**src/rtl/adder62_arbiter_if.sv**
```systemverilog
// ============================================================================
//  Module      : adder62_arbiter_if
//  Description : Request/result bus for adder62_arbiter. Two requesters each
//                offer a 62-bit A / 17-bit B operand pair. One consumer takes
//                the 63-bit sum, the owning requester id and the op counter.
//  Revision    : 1.0 - initial release
// ============================================================================
`default_nettype none

interface adder62_arbiter_if;
  // Requester 0
  logic        req0_valid;
  logic        req0_ready;
  logic [61:0] req0_a;
  logic [16:0] req0_b;
  // Requester 1
  logic        req1_valid;
  logic        req1_ready;
  logic [61:0] req1_a;
  logic [16:0] req1_b;
  // Result side
  logic        res_valid;
  logic        res_ready;
  logic [62:0] res_sum;
  logic        res_id;
  logic [15:0] op_count;

  // Arbiter side: takes requests, produces results
  modport slave (
    input  req0_valid, req0_a, req0_b,
    input  req1_valid, req1_a, req1_b,
    input  res_ready,
    output req0_ready, req1_ready,
    output res_valid, res_sum, res_id, op_count
  );

  // Environment side: issues requests, consumes results
  modport master (
    output req0_valid, req0_a, req0_b,
    output req1_valid, req1_a, req1_b,
    output res_ready,
    input  req0_ready, req1_ready,
    input  res_valid, res_sum, res_id, op_count
  );
endinterface : adder62_arbiter_if

`default_nettype wire

```
**src/rtl/adder62_arbiter.sv**
```systemverilog
// ============================================================================
//  Module      : adder62_arbiter
//  Description : Two requesters share one 62-bit unsigned adder
//                (A 62 bits + zero-extended 17-bit B -> 63-bit sum).
//                IDLE grants and captures operands, CALC registers the sum,
//                DONE holds the result until the consumer takes it.
//                Macro ADDER62_ARB_ROUND_ROBIN_EN: when defined, simultaneous
//                requests alternate (round robin); when undefined, requester 0
//                always wins (fixed priority, no pointer register).
//  Revision    : 1.0 - initial release
// ============================================================================
`default_nettype none

module adder62_arbiter (
  input  logic                   clk,
  input  logic                   rst,
  adder62_arbiter_if.slave       arb_if
);

  localparam logic [1:0] S_IDLE = 2'd0;
  localparam logic [1:0] S_CALC = 2'd1;
  localparam logic [1:0] S_DONE = 2'd2;

  logic [1:0]  state_q;
  logic [1:0]  state_d;

  logic [61:0] a_q;
  logic [16:0] b_q;
  logic        id_q;
  logic [62:0] res_sum_q;
  logic        res_id_q;
  logic [15:0] op_count_q;

  logic        prio1_w;     // requester 1 preferred on contention
  logic        grant_id_w;  // requester currently offered ready in IDLE
  logic        accept_w;    // operand pair captured on this edge
  logic        release_w;   // consumer takes the result on this edge
  logic [62:0] sum_w;

`ifdef ADDER62_ARB_ROUND_ROBIN_EN
  logic ptr_q;

  // Pointer names the preferred requester; it moves away from whoever was just served
  always_ff @(posedge clk or posedge rst) begin
    if (rst) begin
      ptr_q <= 1'b0;
    end else if (accept_w) begin
      ptr_q <= ~grant_id_w;
    end
  end

  assign prio1_w = ptr_q;
`else
  assign prio1_w = 1'b0;
`endif

  // A lone valid requester always wins; priority only breaks ties
  assign grant_id_w = arb_if.req1_valid & (~arb_if.req0_valid | prio1_w);
  assign accept_w   = (state_q == S_IDLE) &
                      (grant_id_w ? arb_if.req1_valid : arb_if.req0_valid);
  assign release_w  = (state_q == S_DONE) & arb_if.res_ready;

  // The single shared adder; B is zero-extended, carry lands in bit 62
  assign sum_w = {1'b0, a_q} + {46'd0, b_q};

  // State register
  always_ff @(posedge clk or posedge rst) begin
    if (rst) begin
      state_q <= S_IDLE;
    end else begin
      state_q <= state_d;
    end
  end

  // Next-state logic: IDLE waits for a grant, CALC lasts one cycle, DONE waits for consumer
  always_comb begin
    state_d = state_q;
    case (state_q)
      S_IDLE:  if (accept_w)  state_d = S_CALC;
      S_CALC:                 state_d = S_DONE;
      S_DONE:  if (release_w) state_d = S_IDLE;
      default:                state_d = S_IDLE;
    endcase
  end

  // Output logic: readies only in IDLE, result valid only in DONE
  always_comb begin
    arb_if.req0_ready = 1'b0;
    arb_if.req1_ready = 1'b0;
    arb_if.res_valid  = 1'b0;
    case (state_q)
      S_IDLE: begin
        arb_if.req0_ready = ~grant_id_w;
        arb_if.req1_ready = grant_id_w;
      end
      S_DONE:  arb_if.res_valid = 1'b1;
      default: ;
    endcase
  end

  // Operand capture on the accepting edge
  always_ff @(posedge clk or posedge rst) begin
    if (rst) begin
      a_q  <= '0;
      b_q  <= '0;
      id_q <= 1'b0;
    end else if (accept_w) begin
      a_q  <= grant_id_w ? arb_if.req1_a : arb_if.req0_a;
      b_q  <= grant_id_w ? arb_if.req1_b : arb_if.req0_b;
      id_q <= grant_id_w;
    end
  end

  // Result registers load in CALC and then hold through DONE
  always_ff @(posedge clk or posedge rst) begin
    if (rst) begin
      res_sum_q <= '0;
      res_id_q  <= 1'b0;
    end else if (state_q == S_CALC) begin
      res_sum_q <= sum_w;
      res_id_q  <= id_q;
    end
  end

  // Completed-operation counter, wraps silently at 16 bits
  always_ff @(posedge clk or posedge rst) begin
    if (rst) begin
      op_count_q <= '0;
    end else if (release_w) begin
      op_count_q <= op_count_q + 16'd1;
    end
  end

  assign arb_if.res_sum  = res_sum_q;
  assign arb_if.res_id   = res_id_q;
  assign arb_if.op_count = op_count_q;

endmodule : adder62_arbiter

`default_nettype wire

```
**src/flat_wrapper.sv**
```systemverilog
// flat-port wrapper written by rule: the top's interface ports become plain ports
module adder62_arbiter_flat 
  (clk, rst, arb_if_req0_valid, arb_if_req0_a, arb_if_req0_b, arb_if_req1_valid, arb_if_req1_a, arb_if_req1_b, arb_if_res_ready, arb_if_req0_ready, arb_if_req1_ready, arb_if_res_valid, arb_if_res_sum, arb_if_res_id, arb_if_op_count);
  adder62_arbiter_if arb_if_i ();
  input  logic clk;
  input  logic rst;
  input wire logic [$bits(arb_if_i.req0_valid)-1:0] arb_if_req0_valid;
  input wire logic [$bits(arb_if_i.req0_a)-1:0] arb_if_req0_a;
  input wire logic [$bits(arb_if_i.req0_b)-1:0] arb_if_req0_b;
  input wire logic [$bits(arb_if_i.req1_valid)-1:0] arb_if_req1_valid;
  input wire logic [$bits(arb_if_i.req1_a)-1:0] arb_if_req1_a;
  input wire logic [$bits(arb_if_i.req1_b)-1:0] arb_if_req1_b;
  input wire logic [$bits(arb_if_i.res_ready)-1:0] arb_if_res_ready;
  output wire logic [$bits(arb_if_i.req0_ready)-1:0] arb_if_req0_ready;
  output wire logic [$bits(arb_if_i.req1_ready)-1:0] arb_if_req1_ready;
  output wire logic [$bits(arb_if_i.res_valid)-1:0] arb_if_res_valid;
  output wire logic [$bits(arb_if_i.res_sum)-1:0] arb_if_res_sum;
  output wire logic [$bits(arb_if_i.res_id)-1:0] arb_if_res_id;
  output wire logic [$bits(arb_if_i.op_count)-1:0] arb_if_op_count;
  assign arb_if_i.req0_valid = arb_if_req0_valid;
  assign arb_if_i.req0_a = arb_if_req0_a;
  assign arb_if_i.req0_b = arb_if_req0_b;
  assign arb_if_i.req1_valid = arb_if_req1_valid;
  assign arb_if_i.req1_a = arb_if_req1_a;
  assign arb_if_i.req1_b = arb_if_req1_b;
  assign arb_if_i.res_ready = arb_if_res_ready;
  assign arb_if_req0_ready = arb_if_i.req0_ready;
  assign arb_if_req1_ready = arb_if_i.req1_ready;
  assign arb_if_res_valid = arb_if_i.res_valid;
  assign arb_if_res_sum = arb_if_i.res_sum;
  assign arb_if_res_id = arb_if_i.res_id;
  assign arb_if_op_count = arb_if_i.op_count;
  adder62_arbiter u_core (.clk(clk), .rst(rst), .arb_if(arb_if_i));
endmodule
```
**config.mk**
```make
export PLATFORM = sky130hd
export DESIGN_NAME = adder62_arbiter_flat
export DESIGN_NICKNAME = d
export VERILOG_FILES = /design/src/rtl/adder62_arbiter_if.sv /design/src/rtl/adder62_arbiter.sv /design/src/flat_wrapper.sv
export SDC_FILE = /design/constraint.sdc
export NUM_CORES = 1
export LEC_CHECK = 0
export BUFFER_PORTS_ARGS = -buffer_cell sky130_fd_sc_hd__buf_2
export CELL_PAD_IN_SITES_DETAIL_PLACEMENT = 0
export CELL_PAD_IN_SITES_GLOBAL_PLACEMENT = 1
export CORE_MARGIN = 5
export CORE_UTILIZATION = 30
export CTS_CLUSTER_DIAMETER = 30
export DETAILED_ROUTE_END_ITERATION = 8
export PLACE_DENSITY = 0.62
export SYNTH_ARGS = -nofsm -noshare
export SYNTH_HDL_FRONTEND = slang
export SYNTH_SLANG_ARGS = --single-unit
```
**constraint.sdc**
```tcl
create_clock -name clk -period 7.9 [get_ports clk]
set_clock_uncertainty 0.2 [all_clocks]
set_input_delay 1.185 -clock clk [delete_from_list [all_inputs] [get_ports clk]]
set_output_delay 1.185 -clock clk [all_outputs]
set_load 0.01 [all_outputs]
```
# Yosys cells after proc, flatten, opt, wreduce, memory -nomap -nowiden
# Index checks and enable logic that the tools add are counted.
[word_totals]
ff_bits = 162
output_inout_bits = 83
[op_classes]
add_sub_neg = 2
eq_ne = 4
mux = 9
bitwise_logic = 5
n_reduce_logical = 2
[ops]
columns = ["cell", "count"]
rows = [
  ["$add 62x17->63", 1],
  ["$mux 62", 1],
  ["$mux 17", 1],
  ["$add 16x1->16 const B", 1],
  ["$pmux 2 s3", 1],
  ["$mux 1", 4],
  ["$mux 2", 2],
  ["$ne 2x1->1 const B", 2],
  ["$and 1x1->1", 3],
  ["$eq 2x1->1 const B", 1],
  ["$eq 2x2->1 const B", 1],
  ["$logic_not 2->1", 1],
  ["$not 1->1", 2],
  ["$reduce_and 2->1", 1],
]

# Longest topological paths before layout
[depth]
ltp_word = 6
mapped_depth = 10
ltp_nobuf = 9

# Worst setup path before layout
# OpenSTA, ideal clock, no wires.
[synth_path]
path_type = "input port to output port"
startpoint = "input arb_if_req1_valid"
endpoint = "output arb_if_req0_ready"
t_arrival_ns = 2.119
setup_slack_ns = 4.396
path_stages = 4
cell_sequence = "nor2b_1 clkbuf_1 buf_1 nor3_1"
[synth_via]
elab_chain_cells = 3
[synth_rtl]
columns = ["item", "line_no", "source"]
rows = [
  ["start: declaration", "flat_wrapper.sv:10", "input wire logic [$bits(arb_if_i.req1_valid)-1:0] arb_if_req1_valid;"],
  ["$and 1x1->1", "adder62_arbiter.sv:58", "assign grant_id_w = arb_if.req1_valid & (~arb_if.req0_valid | prio1_w);"],
  ["$not 1->1", "adder62_arbiter.sv:93", "arb_if.req0_ready = ~grant_id_w;"],
  ["$mux 1", "adder62_arbiter.sv:91", "case (state_q)"],
  ["end: declaration", "flat_wrapper.sv:14", "output wire logic [$bits(arb_if_i.req0_ready)-1:0] arb_if_req0_ready;"],
]
# No other way between the ends.

# Final worst setup path
[layout_path]
startpoint = "input arb_if_req1_valid"
endpoint = "output arb_if_req1_ready"
[layout_via]
elab_chain_cells = 2
[layout_rtl]
columns = ["item", "line_no", "source"]
rows = [
  ["$and 1x1->1", "adder62_arbiter.sv:58", ""],
  ["$mux 1", "adder62_arbiter.sv:91", ""],
  ["end: declaration", "flat_wrapper.sv:15", "output wire logic [$bits(arb_if_i.req1_ready)-1:0] arb_if_req1_ready;"],
]
# No other way between the ends.

==> impl_results.md <==
- Setup ws final: 4.29 ns
- P_leak: 5.06 nW
- Post-DP HPWL: 18,400 um
- Largest net degree at the start of global routing: 100
- Total Wirelength: 24,900 um
- Fmax: approximately 280 MHz
- IO Port Bufs: 245
- Most frequent cell on the critical path: buf_2
- CTS max path bufs: 2
- Final Net Count: between 1,000 and 1,500
- TritonCTS Buffers: 17
- Clock Tree Root: clkbuf_16
- Slew headroom: 0.407
- First-pass DRT Iterations: 4
- RSZ-0062 raised after global routing: no
- # diodes: 0
- End of the critical path: arb_if_req1_ready
- Number of gates resized after cts: 0
- Clk sinks: 162
- Die X: 179 um
- Area leader, netlist: dfrtp_1
- Count leader, synth: nand2_1
- Placed cell areas: approximately 10,000 um2
- Met3 Usage GRT: 0.0396
- # rows: 61
- Slowest stage cell, crit path: buf_4
- Slew @ Worst Pin: 0.890 ns
- Final period utilization: 0.457
- Top_reg_cell synth: dfrtp_1
- Core box area: about 28,000 um2
- Initial DRC count: 361
- First-pass GRT wire length: 39,600 um
- Critical-path cell list: buf_2 > nor2b_4 > buf_4 > and2_1 > buf_2
- CTS tree: yes
- Vias in the first global route: 7,300
- Setup bufs post-CTS: 0
- DIE HEIGHT: ~180 um
- Die area: ~32,000 um2
- GR peak layer: met2
- Initial antenna violation count: 0
- Final core utilization: 0.383
- MaxCap Viol Count: 0
- Vias: 7,070
- Hold_buf cts: 0
- Dpl ws: roughly 4.3 ns
- ANT nets after route: 0
- Kind of critical path: input port to output port
- Final Wtd Congestion: between 0.7 and 0.8
- Synth Cell Area: between 8000 and 9000 um2
- Top cells by area, synth: dfrtp_1 48%, mux2i_1 9.3%, o21ai_0 8.3%
- Min-Delay Path Class: flop to flop
- Element type at the critical path start: input port
- WP data arrival: 2.22 ns
- Final Max Slew Viols: 0
- Final hold violations: 0
- R2R Path Start: u_core.b_q[0]
- Final setup violating endpoints: 0
- Syn nets: around 1,100
- Post-synth EDFFs: 0
- Most frequent cells after synthesis: 171 x nand2_1, 162 x dfrtp_1, 141 x o21ai_0
- P&R area growth vs syn: 25.6%
- Layout cells sized above 1: 0.270
- CP startpoint: arb_if_req1_valid
- Critical path endpoint category: output port
- Critical path required time: 6.51 ns
- Syn Area/Cell: 9.56 um2
- Reg2reg end: u_core.arb_if.res_sum[50]
- Outcome: finished clean
- Starting Density: 0.305
- Pwr/cell area: between 300 and 400 nW/um2
- Yosys Warn Count: 0
- Grt total ovfl: 0
- Hold_ws: 0.272 ns
- Met2 usage: 0.248
- Seq/Total Area, Yosys: 0.476
- GR met1 Demand/Resource: 0.220
- Fin crit period: 3.61 ns
- Worst r2r path cells: 9
- Post-synth ARST share: 1.00
- Reg2Reg Setup Slack: 4.42 ns
- CP peak stage delay: 0.43 ns
- I/O pins: 246
- Post-synthesis cell type count: 59
- Seq cells post-synth: 162
- Final Cell Area: 10,700 um2
- Clock latency on the worst-skew pair: between 0.4 and 0.5 ns
- Crit-path max FO: 32
- DRC: 0
- GRT Total Usage: 0.158
- Setup_tns: 0 ns
- Share of the synthesized area in the top cell type: 0.476
- CTS clock-pin slew for the worst setup and hold paths: 0.07 ns
- Cells after Synth: 891
- CTS H-Tree Depth: 4
- Vias per cell: 4.69
- Mean routed wirelength per cell: 16.5 um
- Peak supply drop: 153 uV
-- worst min path at each step --
| stage | from | to | slack [ns] | cells past startpoint |
|---|---|---|---|---|
| floorplan | u_core.id_q | u_core.arb_if.res_id | 0.24 | 2 |
| global placement | u_core.arb_if.res_sum[10] | u_core.arb_if.res_sum[10] | 0.25 | 2 |
| detailed placement | u_core.arb_if.res_sum[10] | u_core.arb_if.res_sum[10] | 0.25 | 2 |
| CTS | u_core.arb_if.res_sum[10] | u_core.arb_if.res_sum[10] | 0.27 | 2 |
| global route | u_core.arb_if.op_count[15] | u_core.arb_if.op_count[15] | 0.30 | 1 |
| finish | u_core.arb_if.res_sum[14] | u_core.arb_if.res_sum[14] | 0.27 | 2 |
-- logic make-up (layout without fill, tap and decap cells) --
group           after synthesis  count (layout)  share of synthesized area
fa+ha+maj                    19              19                     0.0288
mux                          80              80                     0.0942
flops                       162             162                      0.476
compound gates              196             196                      0.129
xor+xnor                     66              66                     0.0679
simple gates                311             311                      0.179
buf+inv                      57             294                     0.0257
-- where the power goes --
group	total (mW)	leakage, nW	switching (mW)	internal [mW]
Combinational	1.77	2.74	1.09	0.681
Sequential	1.53	2.03	0.326	1.20
Clock	0.825	0.286	0.395	0.430
Total	4.12	5.06	1.81	2.31
-- critical path, delay by kind of cell --
family	cells	cell delay [ns]
buffers and inverters	3	0.68
AND/OR/NAND/NOR	2	0.35
-- layer usage --
metal / part of all wire / routed length, um
met5: 0 / 0
met1: 0.48 / 11900
met3: 0.056 / 1400
met2: 0.45 / 11300
met4: 0.013 / 317
-- cells in the final DEF (no fill, tap or decap), types with 3 or more instances in the layout --
cell / netlist / layout
xor2_1: 24 / 24
nor4_1: 5 / 5
ha_1: 18 / 18
and3_1: 16 / 16
a221oi_1: 4 / 4
inv_8: 0 / 5
a21o_1: 10 / 10
inv_1: 8 / 7
nand4_1: 19 / 19
clkinv_4: 0 / 3
o21ai_0: 141 / 141
nor3b_1: 6 / 6
and4_1: 3 / 3
dfrtp_1: 162 / 162
inv_6: 0 / 7
buf_4: 0 / 9
mux2i_1: 79 / 79
o21ai_1: 6 / 5
or4_1: 3 / 3
nand3_1: 31 / 31
xnor2_1: 42 / 42
nand2_1: 171 / 171
nor2_1: 17 / 17
clkbuf_16: 0 / 17
buf_2: 3 / 245
nor3_1: 14 / 14
a21oi_1: 13 / 13
nand2b_1: 5 / 4
-- state kept, by name (all words and copies together) (netlist names) --
register and cells:
u_core.arb_if.res_sum 63, u_core.arb_if.op_count 16, u_core.a_q 62, u_core.arb_if.res_id 1
u_core.id_q 1, u_core.state_q 2, u_core.b_q 17
-- per-stage QoR --
stage / power, mW / cells
floorplan: 2.68 / 891
global placement: 3.32 / 1474
detailed placement: 3.34 / 1474
CTS: 4.18 / 1506
global route: 4.50 / 1506
finish: 4.12 / 1506
-- layout make-up --
cell class / instances / area [um2]
Tap cell: 378 / 473
Fill cell: 2977 / 17200
Sequential cell: 162 / 4050
Multi-Input combinational cell: 672 / 4270
Timing Repair Buffer: 254 / 1290
Clock buffer: 18 / 439
Inverter: 8 / 35.0
Clock inverter: 14 / 135
No activity file was read; power rests on OpenSTA's default activity.
